File: src/rtl/l2_req_arbiter_if.sv
// Signal bundle around l2_req_arbiter: I-cache and D-cache request/response ports plus the L2 processor-side port.
interface l2_req_arbiter_if #(
    parameter int ADDR_W = 28,
    parameter int DATA_W = 128
);
    logic              ic_read;
    logic [ADDR_W-1:0] ic_addr;
    logic [DATA_W-1:0] ic_rdata;
    logic              ic_ready;

    logic              dc_read;
    logic              dc_write;
    logic [ADDR_W-1:0] dc_addr;
    logic [DATA_W-1:0] dc_wdata;
    logic [DATA_W-1:0] dc_rdata;
    logic              dc_ready;

    logic              l2_read;
    logic              l2_write;
    logic [ADDR_W-1:0] l2_addr;
    logic [DATA_W-1:0] l2_wdata;
    logic [DATA_W-1:0] l2_rdata;
    logic              l2_ready;

    // slave is the arbiter; master is everything around it (both L1s and the L2).
    modport slave (
        input  ic_read, ic_addr, dc_read, dc_write, dc_addr, dc_wdata, l2_rdata, l2_ready,
        output ic_rdata, ic_ready, dc_rdata, dc_ready, l2_read, l2_write, l2_addr, l2_wdata
    );

    modport master (
        output ic_read, ic_addr, dc_read, dc_write, dc_addr, dc_wdata, l2_rdata, l2_ready,
        input  ic_rdata, ic_ready, dc_rdata, dc_ready, l2_read, l2_write, l2_addr, l2_wdata
    );
endinterface

File: src/rtl/l2_req_arbiter.sv
// Merges I-cache and D-cache line requests onto the single L2 processor port, one transaction at a time.
// Optional L2ARB_DFIRST_EN: fixed D-over-I priority on ties instead of round-robin.
module l2_req_arbiter #(
    parameter int ADDR_W = 28,
    parameter int DATA_W = 128
) (
    input  logic            clk,
    input  logic            proc_reset_n,
    l2_req_arbiter_if.slave bus
);
    typedef enum logic [1:0] {IDLE, BUSY, RESP} state_t;
    typedef enum logic {SIDE_I = 1'b0, SIDE_D = 1'b1} side_t;

    state_t            state;
    state_t            state_nxt;
    side_t             owner;
    side_t             last_grant;
    logic [ADDR_W-1:0] addr_q;
    logic [DATA_W-1:0] wdata_q;
    logic              op_write_q;
    logic [DATA_W-1:0] ic_rdata_q;
    logic [DATA_W-1:0] dc_rdata_q;

    logic ic_req;
    logic dc_req;
    logic grant_i;
    logic grant_d;

    // Simultaneous dc_read and dc_write is illegal and counts as no D request.
    assign ic_req = bus.ic_read;
    assign dc_req = bus.dc_read ^ bus.dc_write;

`ifdef L2ARB_DFIRST_EN
    assign grant_d = dc_req;
`else
    assign grant_d = dc_req && (!ic_req || (last_grant == SIDE_I));
`endif
    assign grant_i = ic_req && !grant_d;

    // NOTE: sequential state uses non-blocking assignments so every flop samples pre-edge values.
    always_ff @(posedge clk or negedge proc_reset_n) begin
        if (!proc_reset_n) begin
            state <= IDLE;
        end else begin
            state <= state_nxt;
        end
    end

    always_comb begin
        // NOTE: default assignment first so no branch leaves state_nxt unassigned and infers a latch.
        state_nxt = state;
        case (state)
            IDLE:    if (grant_i || grant_d) state_nxt = BUSY;
            BUSY:    if (bus.l2_ready) state_nxt = RESP;
            RESP:    state_nxt = IDLE;
            default: state_nxt = IDLE;
        endcase
    end

    always_ff @(posedge clk or negedge proc_reset_n) begin
        if (!proc_reset_n) begin
            owner      <= SIDE_I;
            last_grant <= SIDE_I;
            addr_q     <= '0;
            wdata_q    <= '0;
            op_write_q <= 1'b0;
            ic_rdata_q <= '0;
            dc_rdata_q <= '0;
        end else begin
            if (state == IDLE && grant_d) begin
                owner      <= SIDE_D;
                last_grant <= SIDE_D;
                addr_q     <= bus.dc_addr;
                wdata_q    <= bus.dc_wdata;
                op_write_q <= bus.dc_write;
            end else if (state == IDLE && grant_i) begin
                owner      <= SIDE_I;
                last_grant <= SIDE_I;
                addr_q     <= bus.ic_addr;
                op_write_q <= 1'b0;
            end
            // A D write completion leaves dc_rdata holding the last read line.
            if (state == BUSY && bus.l2_ready) begin
                if (owner == SIDE_I) begin
                    ic_rdata_q <= bus.l2_rdata;
                end else if (!op_write_q) begin
                    dc_rdata_q <= bus.l2_rdata;
                end
            end
        end
    end

    always_comb begin
        bus.l2_read  = (state == BUSY) && !op_write_q;
        bus.l2_write = (state == BUSY) && op_write_q;
        bus.ic_ready = (state == RESP) && (owner == SIDE_I);
        bus.dc_ready = (state == RESP) && (owner == SIDE_D);
    end

    assign bus.l2_addr  = addr_q;
    assign bus.l2_wdata = wdata_q;
    assign bus.ic_rdata = ic_rdata_q;
    assign bus.dc_rdata = dc_rdata_q;
endmodule

File: src/flat_wrapper.sv
// flat-port wrapper written by rule: the top's interface ports become plain ports
module l2_req_arbiter_flat 
#(
    parameter int ADDR_W = 28,
    parameter int DATA_W = 128
)
  (clk, proc_reset_n, bus_ic_read, bus_ic_addr, bus_dc_read, bus_dc_write, bus_dc_addr, bus_dc_wdata, bus_l2_rdata, bus_l2_ready, bus_ic_rdata, bus_ic_ready, bus_dc_rdata, bus_dc_ready, bus_l2_read, bus_l2_write, bus_l2_addr, bus_l2_wdata);
  l2_req_arbiter_if #(.ADDR_W(ADDR_W), .DATA_W(DATA_W)) bus_i ();
  input  logic clk;
  input  logic proc_reset_n;
  input wire logic [$bits(bus_i.ic_read)-1:0] bus_ic_read;
  input wire logic [$bits(bus_i.ic_addr)-1:0] bus_ic_addr;
  input wire logic [$bits(bus_i.dc_read)-1:0] bus_dc_read;
  input wire logic [$bits(bus_i.dc_write)-1:0] bus_dc_write;
  input wire logic [$bits(bus_i.dc_addr)-1:0] bus_dc_addr;
  input wire logic [$bits(bus_i.dc_wdata)-1:0] bus_dc_wdata;
  input wire logic [$bits(bus_i.l2_rdata)-1:0] bus_l2_rdata;
  input wire logic [$bits(bus_i.l2_ready)-1:0] bus_l2_ready;
  output wire logic [$bits(bus_i.ic_rdata)-1:0] bus_ic_rdata;
  output wire logic [$bits(bus_i.ic_ready)-1:0] bus_ic_ready;
  output wire logic [$bits(bus_i.dc_rdata)-1:0] bus_dc_rdata;
  output wire logic [$bits(bus_i.dc_ready)-1:0] bus_dc_ready;
  output wire logic [$bits(bus_i.l2_read)-1:0] bus_l2_read;
  output wire logic [$bits(bus_i.l2_write)-1:0] bus_l2_write;
  output wire logic [$bits(bus_i.l2_addr)-1:0] bus_l2_addr;
  output wire logic [$bits(bus_i.l2_wdata)-1:0] bus_l2_wdata;
  assign bus_i.ic_read = bus_ic_read;
  assign bus_i.ic_addr = bus_ic_addr;
  assign bus_i.dc_read = bus_dc_read;
  assign bus_i.dc_write = bus_dc_write;
  assign bus_i.dc_addr = bus_dc_addr;
  assign bus_i.dc_wdata = bus_dc_wdata;
  assign bus_i.l2_rdata = bus_l2_rdata;
  assign bus_i.l2_ready = bus_l2_ready;
  assign bus_ic_rdata = bus_i.ic_rdata;
  assign bus_ic_ready = bus_i.ic_ready;
  assign bus_dc_rdata = bus_i.dc_rdata;
  assign bus_dc_ready = bus_i.dc_ready;
  assign bus_l2_read = bus_i.l2_read;
  assign bus_l2_write = bus_i.l2_write;
  assign bus_l2_addr = bus_i.l2_addr;
  assign bus_l2_wdata = bus_i.l2_wdata;
  l2_req_arbiter #(.ADDR_W(ADDR_W), .DATA_W(DATA_W)) u_core (.clk(clk), .proc_reset_n(proc_reset_n), .bus(bus_i));
endmodule
File: config.mk
export PLATFORM = sky130hd
export DESIGN_NAME = l2_req_arbiter_flat
export DESIGN_NICKNAME = d
export VERILOG_FILES = /design/src/rtl/l2_req_arbiter_if.sv /design/src/rtl/l2_req_arbiter.sv /design/src/flat_wrapper.sv
export SDC_FILE = /design/constraint.sdc
export NUM_CORES = 1
export LEC_CHECK = 0
export ABC_AREA = 1
export CAP_MARGIN = 5
export CORE_AREA = 2 2 283 285
export DETAILED_ROUTE_END_ITERATION = 10
export DIE_AREA = 0 0 285 287
export GPL_ROUTABILITY_DRIVEN = 0
export GPL_TIMING_DRIVEN = 0
export PLACE_DENSITY = 0.52
export SLEW_MARGIN = 20
export SYNTH_ARGS = -nofsm -noshare
export SYNTH_HDL_FRONTEND = slang
export SYNTH_SLANG_ARGS = --single-unit
export TNS_END_PERCENT = 20
File: constraint.sdc
create_clock -name clk -period 1.5 [get_ports clk]
set_clock_uncertainty 0.15 [all_clocks]
set_input_delay 0.3 -clock clk [delete_from_list [all_inputs] [get_ports clk]]
set_output_delay 0.3 -clock clk [all_outputs]
set_load 0.005 [all_outputs]
==> run_results.csv, run 1 <==
group,metric,value,unit
timing,worstMarginPinSlew,661,ps
clock_network,path_clk_slew,60,ps
logic_synthesis,syn_avg_cell_area,9.18,µm²
floorplanning,die_x,285,µm
route,drtAntennaViolNets,0,
timing,setup_viol,827,
outcome,failed_checks,"hold timing, setup timing",
worst_setup_path,r2r_cells,10,
worst_setup_path,cp.arrival,2210,ps
worst_setup_path,cp_top_family,"buffers and inverters",
logic_synthesis,ys_top_cells_by_count,"nand2_1 (605), dfrtp_1 (416), o21ai_1 (235)",
worst_setup_path,crit_required,1830,ps
global_routing,grt_usage,17.0,%
logic_synthesis,syn_inst,1778,
floorplanning,initial_core_util,20.8,%
clock_network,cts_tree,"built",
floorplanning,row_count,103,
min_path,hold_class,"in -> async",
worst_setup_path,path_class,"reg -> reg",
floorplanning,io_pins,734,
worst_setup_path,cp-end-kind,"flip-flop",
worst_setup_path,crit_path_max_fanout,5,
logic_synthesis,ys_top_cells_by_area,"dfrtp_1 (64%), nand2_1 (14%), o21ai_1 (7.2%)",
timing,max_clock_freq,530,MHz
global_routing,grt_pass1_vias,15800,
outcome,status,"finished with violations",
floorplanning,coreArea,78600,µm²
worst_setup_path,cpMostUsedCell,"buf_16",
clock_network,cts_inserted_buffers,48,
logic_synthesis,ys_seq_elements,416,
logic_synthesis,synth_nets,2096,
route,routed_wl,74600,µm
logic_synthesis,syn_area,16300,µm²
place,dp_worst_setup_slack,-1300,ps
finish,final_util,37.8,%
global_routing,grt_start_max_net_pins,92,
timing,slew_headroom,55.9,%
finish,fillCellCount,7951,
logic_synthesis,yosysTopAreaCellShare,63.8,%
timing,slew_viol_final,0,
power_and_ir_drop,p_switching,20.5,mW
clock_network,clock_sinks,416,
power_and_ir_drop,p_leak,15.3,nW
logic_synthesis,synth-async-reset-ratio,100,%
power_and_ir_drop,clkPwrFrac,20.9,%
timing,timing.hold.ws,-429,ps
route,drt_iter0_drc,738,
power_and_ir_drop,p_per_area,1940,nW/µm²
clock_network,htreeDepth,2,
timing,fin_crit,1890,ps
timing,finalCritPeriodShare,126,%
power_and_ir_drop,sw_frac_of_total,35.6,%
finish,area_delta_synth_final,82.0,%
place,hpwl,52500,µm
logic_synthesis,yosysWarnings,0,
timing,rsz0062_at_grt,"yes",
logic_synthesis,synth_edf_count,0,
worst_setup_path,crit_chain,"inv_2 > nand2_4 > buf_6 > nor2_4 > nand2_8 > buf_16 > buf_12 > buf_16 > nand2_2 > o21ai_1",
finish,layout-drive-gt1-share,21.9,%
timing,setup_slack,-386,ps
power_and_ir_drop,ir_worst_vdd,0.000887,V
place,io_buffer_count,733,
route,drt-pass1-iter-count,5,
power_and_ir_drop,p_seq_share,34.1,%
worst_setup_path,worstSetupStartpointType,"flip-flop",
route,avgRoutedWirePerCell,19.8,µm
clock_network,root_buffer,"clkbuf_16",
global_routing,grt_pass1_wl,105000,µm
run,drv_cap,0,
global_routing,antenna_found_initial,11,
route,vias_per_cell,4.13,
floorplanning,die-area,81800,µm²
power_and_ir_drop,power_frac_comb,45.0,%
worst_setup_path,worst-path-stages,10,
worst_setup_path,crit_path_max_incr_delay,400,ps
route,vias,15600,
worst_setup_path,path_buf_inv,5,
worst_setup_path,slowest_stage,"dfrtp_1",
logic_synthesis,synth_ff_type,"dfrtp_1",
logic_synthesis,synth_seq_area_share,63.8,%
power_and_ir_drop,internal_power,37.1,mW
logic_synthesis,yosysMostFrequentCell,"nand2_1",
timing,hold_viol_final,79,
route,drc,0,
finish,nets,2996,
clock_network,clkLatencyLatePin,560,ps
logic_synthesis,yosysUniqueCellTypes,18,
clock_network,clockBufferDepth,3,
logic_synthesis,yosys.area.top_type,"dfrtp_1",
floorplanning,dieHeight,287,µm
global_routing,grt_overflow,0,
[power groups by stage]
| stage | combinational [mW] | clock, mW | sequential [mW] |
|---|---|---|---|
| floorplan | 7.25 | 0 | 19.6 |
| global placement | 23.2 | 0 | 19.4 |
| detailed placement | 23.3 | 0 | 19.4 |
| CTS | 23.8 | 12.3 | 19.4 |
| global route | 28.2 | 12.8 | 20.3 |
| finish | 25.9 | 12.0 | 19.7 |
[registers in the layout (all words and copies together), names as in the netlist]
name	flops
u_core.bus.l2_wdata	128
u_core.bus.ic_rdata	128
u_core.bus.l2_addr	28
u_core.bus.dc_rdata	128
u_core.state	2
u_core.last_grant	1
u_core.op_write_q	1
[layout by cell type, fill, tap and decap left out, types with 5 or more instances in the layout]
cell type,netlist,routed
buf_4,5,68
buf_6,14,46
o21ai_0,24,12
o21ai_1,235,143
dlygate4sd2_1,0,375
clkbuf_1,21,27
buf_8,0,12
buf_16,0,24
dfrtp_1,416,412
inv_1,190,189
nand2_4,0,52
clkbuf_4,0,5
clkbuf_8,0,15
buf_12,0,43
clkbuf_16,0,72
nand3_1,184,183
nand2_1,605,459
o21ai_2,0,102
buf_2,73,33
clkbuf_2,0,6
nand2_2,1,94
clkdlybuf4s50_1,0,316
[layer usage]
layer	track usage [%]	vias to the layer above	share of wire (%)
met5	0	-	0.14
met4	3.94	16	2.1
met3	4.73	94	7.2
met2	30.4	545	51
met1	20.1	7467	39
li1	-	7440	-
[cell type report]
type	count	area, µm²	area share (%)
Tap cell	1050	1310	4.42
Sequential cell	416	10400	35.1
Timing Repair Buffer	850	8660	29.1
Clock buffer	81	1520	5.11
Buffer	112	1350	4.54
Antenna cell	2	5.00	0.0168
Inverter	192	723	2.43
Multi-Input combinational cell	1058	5640	19.0
Clock inverter	4	85.1	0.286
[what timing repair did]
| action | 4_1_cts | 5_1_grt |
|---|---|---|
| resized for setup | 862 | 321 |
| setup buffers | 66 | 8 |
| cloned | 20 | 25 |
| setup endpoints to repair | 831 | 833 |
| hold endpoints to repair | 79 | 79 |
| pin swaps | 4 | 3 |
[through the flow]
stage	TNS, ps	hold WS, ps	power, mW	instances	area (µm²)
final	-157100	-429	57.6	3765	29700
after global routing	-219490	-415	61.3	3765	29700
after CTS	-205150	-441	55.5	3736	28100
after detailed placement	-402880	206	42.7	3565	25100
after global placement	-8563930	304	42.6	3561	25000
after floorplan	0	-146	26.8	1778	16300
[worst paths after layout]
kind,start,slack [ps],endpoint
max in group asynchronous,proc_reset_n,180,u_core.last_grant
min in group clk,bus_l2_rdata[47],120,u_core.bus.dc_rdata[47]
hold / removal,proc_reset_n,-430,u_core.bus.dc_rdata[59]
hold reg to reg,u_core.bus.l2_wdata[72],310,u_core.bus.l2_wdata[72]
setup / recovery,u_core.state[1],-390,u_core.bus.ic_rdata[37]
setup reg to reg,u_core.state[1],-390,u_core.bus.ic_rdata[37]
[kinds of logic (layout without fill, tap and decap cells)]
logic type | count (synthesis) | in the layout | share of synthesized area [%]
AOI/OAI and AO/OA | 259 | 259 | 7.94
buffers and inverters | 305 | 1239 | 8.34
DFF | 416 | 416 | 63.8
other | 0 | 2 | 0
and+or+nand+nor | 798 | 799 | 19.9
No activity file was read; power rests on OpenSTA's default activity.
==> run 2: changes to the inputs <==
--- a/config.mk
+++ b/config.mk
@@ -12,7 +12,7 @@
 export DIE_AREA = 0 0 285 287
 export GPL_ROUTABILITY_DRIVEN = 0
 export GPL_TIMING_DRIVEN = 0
-export PLACE_DENSITY = 0.52
+export PLACE_DENSITY_LB_ADDON = 0.2
 export SLEW_MARGIN = 20
 export SYNTH_ARGS = -nofsm -noshare
 export SYNTH_HDL_FRONTEND = slang
==> constraint.sdc (replaced) <==
create_clock -name clk -period 2.3 [get_ports clk]
set_clock_uncertainty 0.15 [all_clocks]
set_input_delay 0.46 -clock clk [delete_from_list [all_inputs] [get_ports clk]]
set_output_delay 0.46 -clock clk [all_outputs]
set_load 0.005 [all_outputs]
==> run 2 against run 1 <==
The flow now finishes without violations; critical path depth down 9; register-to-register slack better by 570 ps; design area down 9.8%; die area unchanged; global-route usage down 0.58 points; sequential share of layout area up 3.8 points; combinational power down 42%; clock power down 32%; utilization down 3.7 points.
==> run_results.csv, run 2 (synthesis gave the netlist of run 1 again) <==
group,metric,value,unit
outcome,status,"completed",
power_and_ir_drop,p_per_area,1330,nW/µm²
route,avgRoutedWirePerCell,18.9,µm
finish,final_common_cell,"clkdlybuf4s50_1",
timing,timing.hold.ws,273,ps
route,routed_wl,69100,µm
route,drt-pass1-iter-count,7,
worst_setup_path,crit_chain,"clkdlybuf4s50_1",
route,drtAntennaViolNets,0,
timing,worstMarginPinSlew,1090,ps
worst_setup_path,crit_path_max_fanout,2,
route,drc,0,
timing,rsz0062_at_grt,"yes",
route,vias_per_cell,4.10,
global_routing,use_met2,29.0,%
place,hpwl,53500,µm
place,io_buffer_count,733,
clock_network,htreeDepth,2,
worst_setup_path,cp.arrival,1630,ps
global_routing,gr-usage-met3,6.43,%
worst_setup_path,path_class,"reg -> out",
worst_setup_path,cp_top_family,"buffers and inverters",
clock_network,cts_inserted_buffers,50,
clock_network,cts_tree,"built",
global_routing,grt_start_max_net_pins,96,
floorplanning,io_pins,734,
power_and_ir_drop,p_total,35.8,mW
floorplanning,row_count,103,
floorplanning,die_x,285,µm
place,dp_worst_setup_slack,-384,ps
finish,final_cell_mix,"clkdlybuf4s50_1 (725), nand2_1 (605), dfrtp_1 (416), o21ai_1 (235), inv_1 (190)",
timing,setup_viol,0,
run,drv_cap,0,
power_and_ir_drop,ir_worst_vdd,0.000553,V
place,dp_cells,3565,
finish,nets,2886,
timing,max_clock_freq,446,MHz
clock_network,root_buffer,"clkbuf_16",
worst_setup_path,path_buf_inv,1,
global_routing,use_met1,18.2,%
min_path,hold_class,"in -> async",
power_and_ir_drop,p_leak,12.8,nW
timing,fin_crit,2240,ps
timing,slew_headroom,27.6,%
floorplanning,dieHeight,287,µm
floorplanning,coreArea,78600,µm²
finish,layout-drive-gt1-share,6.68,%
finish,fin_cells,3658,
worst_setup_path,slowest_stage,"clkdlybuf4s50_1",
clock_network,clockBufferDepth,3,
finish,fin_area,26800,µm²
clock_network,path_clk_slew,60,ps
finish,area_delta_synth_final,64.2,%
global_routing,grt_usage,16.4,%
timing,setup_tns,0,ps
global_routing,grt_pass1_wl,102000,µm
worst_setup_path,crit_path_max_incr_delay,700,ps
worst_setup_path,cp-end-kind,"output port",
clock_network,post_cts_buffers,0,
global_routing,grt_overflow,0,
timing,setup_slack,56.1,ps
clock_network,clkLatencyLatePin,570,ps
route,vias,15000,
finish,final_util,34.1,%
route,drt_iter0_drc,726,
floorplanning,die-area,81800,µm²
global_routing,grt_most_used_layer,"met2",
timing,slew_viol_final,0,
global_routing,grt_pass1_vias,15800,
global_routing,antenna_found_initial,10,
floorplanning,initial_core_util,20.8,%
timing,hold_viol_final,0,
timing,finalCritPeriodShare,97.6,%
clock_network,clock_sinks,416,
worst_setup_path,worstSetupStartpointType,"flip-flop",
worst_setup_path,crit_required,1690,ps
place,place_area,25100,µm²
## run 2: routing by layer
layer,vias to the layer above,share of wire (%)
li1,7172,-
met2,539,50
met4,6,2.5
met5,-,0.040
met1,7179,38
met3,88,9.6
## run 2: final timing paths
kind / slack [ps] / cells after the start / startpoint / to
min in group clk: 280 / 3 / bus_dc_wdata[30] / u_core.bus.l2_wdata[30]
worst min-delay path: 270 / 2 / proc_reset_n / u_core.bus.ic_rdata[58]
worst min register to register: 320 / 2 / u_core.bus.l2_wdata[35] / u_core.bus.l2_wdata[35]
max in group asynchronous: 350 / 4 / proc_reset_n / u_core.bus.l2_addr[8]
worst max register to register: 180 / 5 / u_core.state[0] / u_core.bus.ic_rdata[5]
worst max-delay path: 60 / 1 / u_core.bus.ic_rdata[126] / bus_ic_rdata[126]
## run 2: timing repair
| action | CTS | global route |
|---|---|---|
| hold endpoints to repair | 56 | 0 |
| setup endpoints to repair | 4 | 5 |
| resized for setup | 4 | 5 |
| hold buffers | 1 | 0 |
## run 2: area by class of cell
class / count / area, µm²
Inverter: 192 / 721
Buffer: 113 / 639
Sequential cell: 416 / 10400
Timing Repair Buffer: 738 / 7460
Tap cell: 1050 / 1310
Clock buffer: 74 / 1460
Fill cell: 8113 / 51800
Multi-Input combinational cell: 1057 / 4550
Antenna cell: 5 / 12.5
Clock inverter: 13 / 226
## run 2: where the power goes
part	total [mW]	switching, mW	leakage (nW)	internal (mW)
combinational	14.9	6.82	6.75	8.06
sequential	12.7	1.97	5.21	10.7
clock	8.22	3.20	0.821	5.02
total	35.8	12.0	12.8	23.8
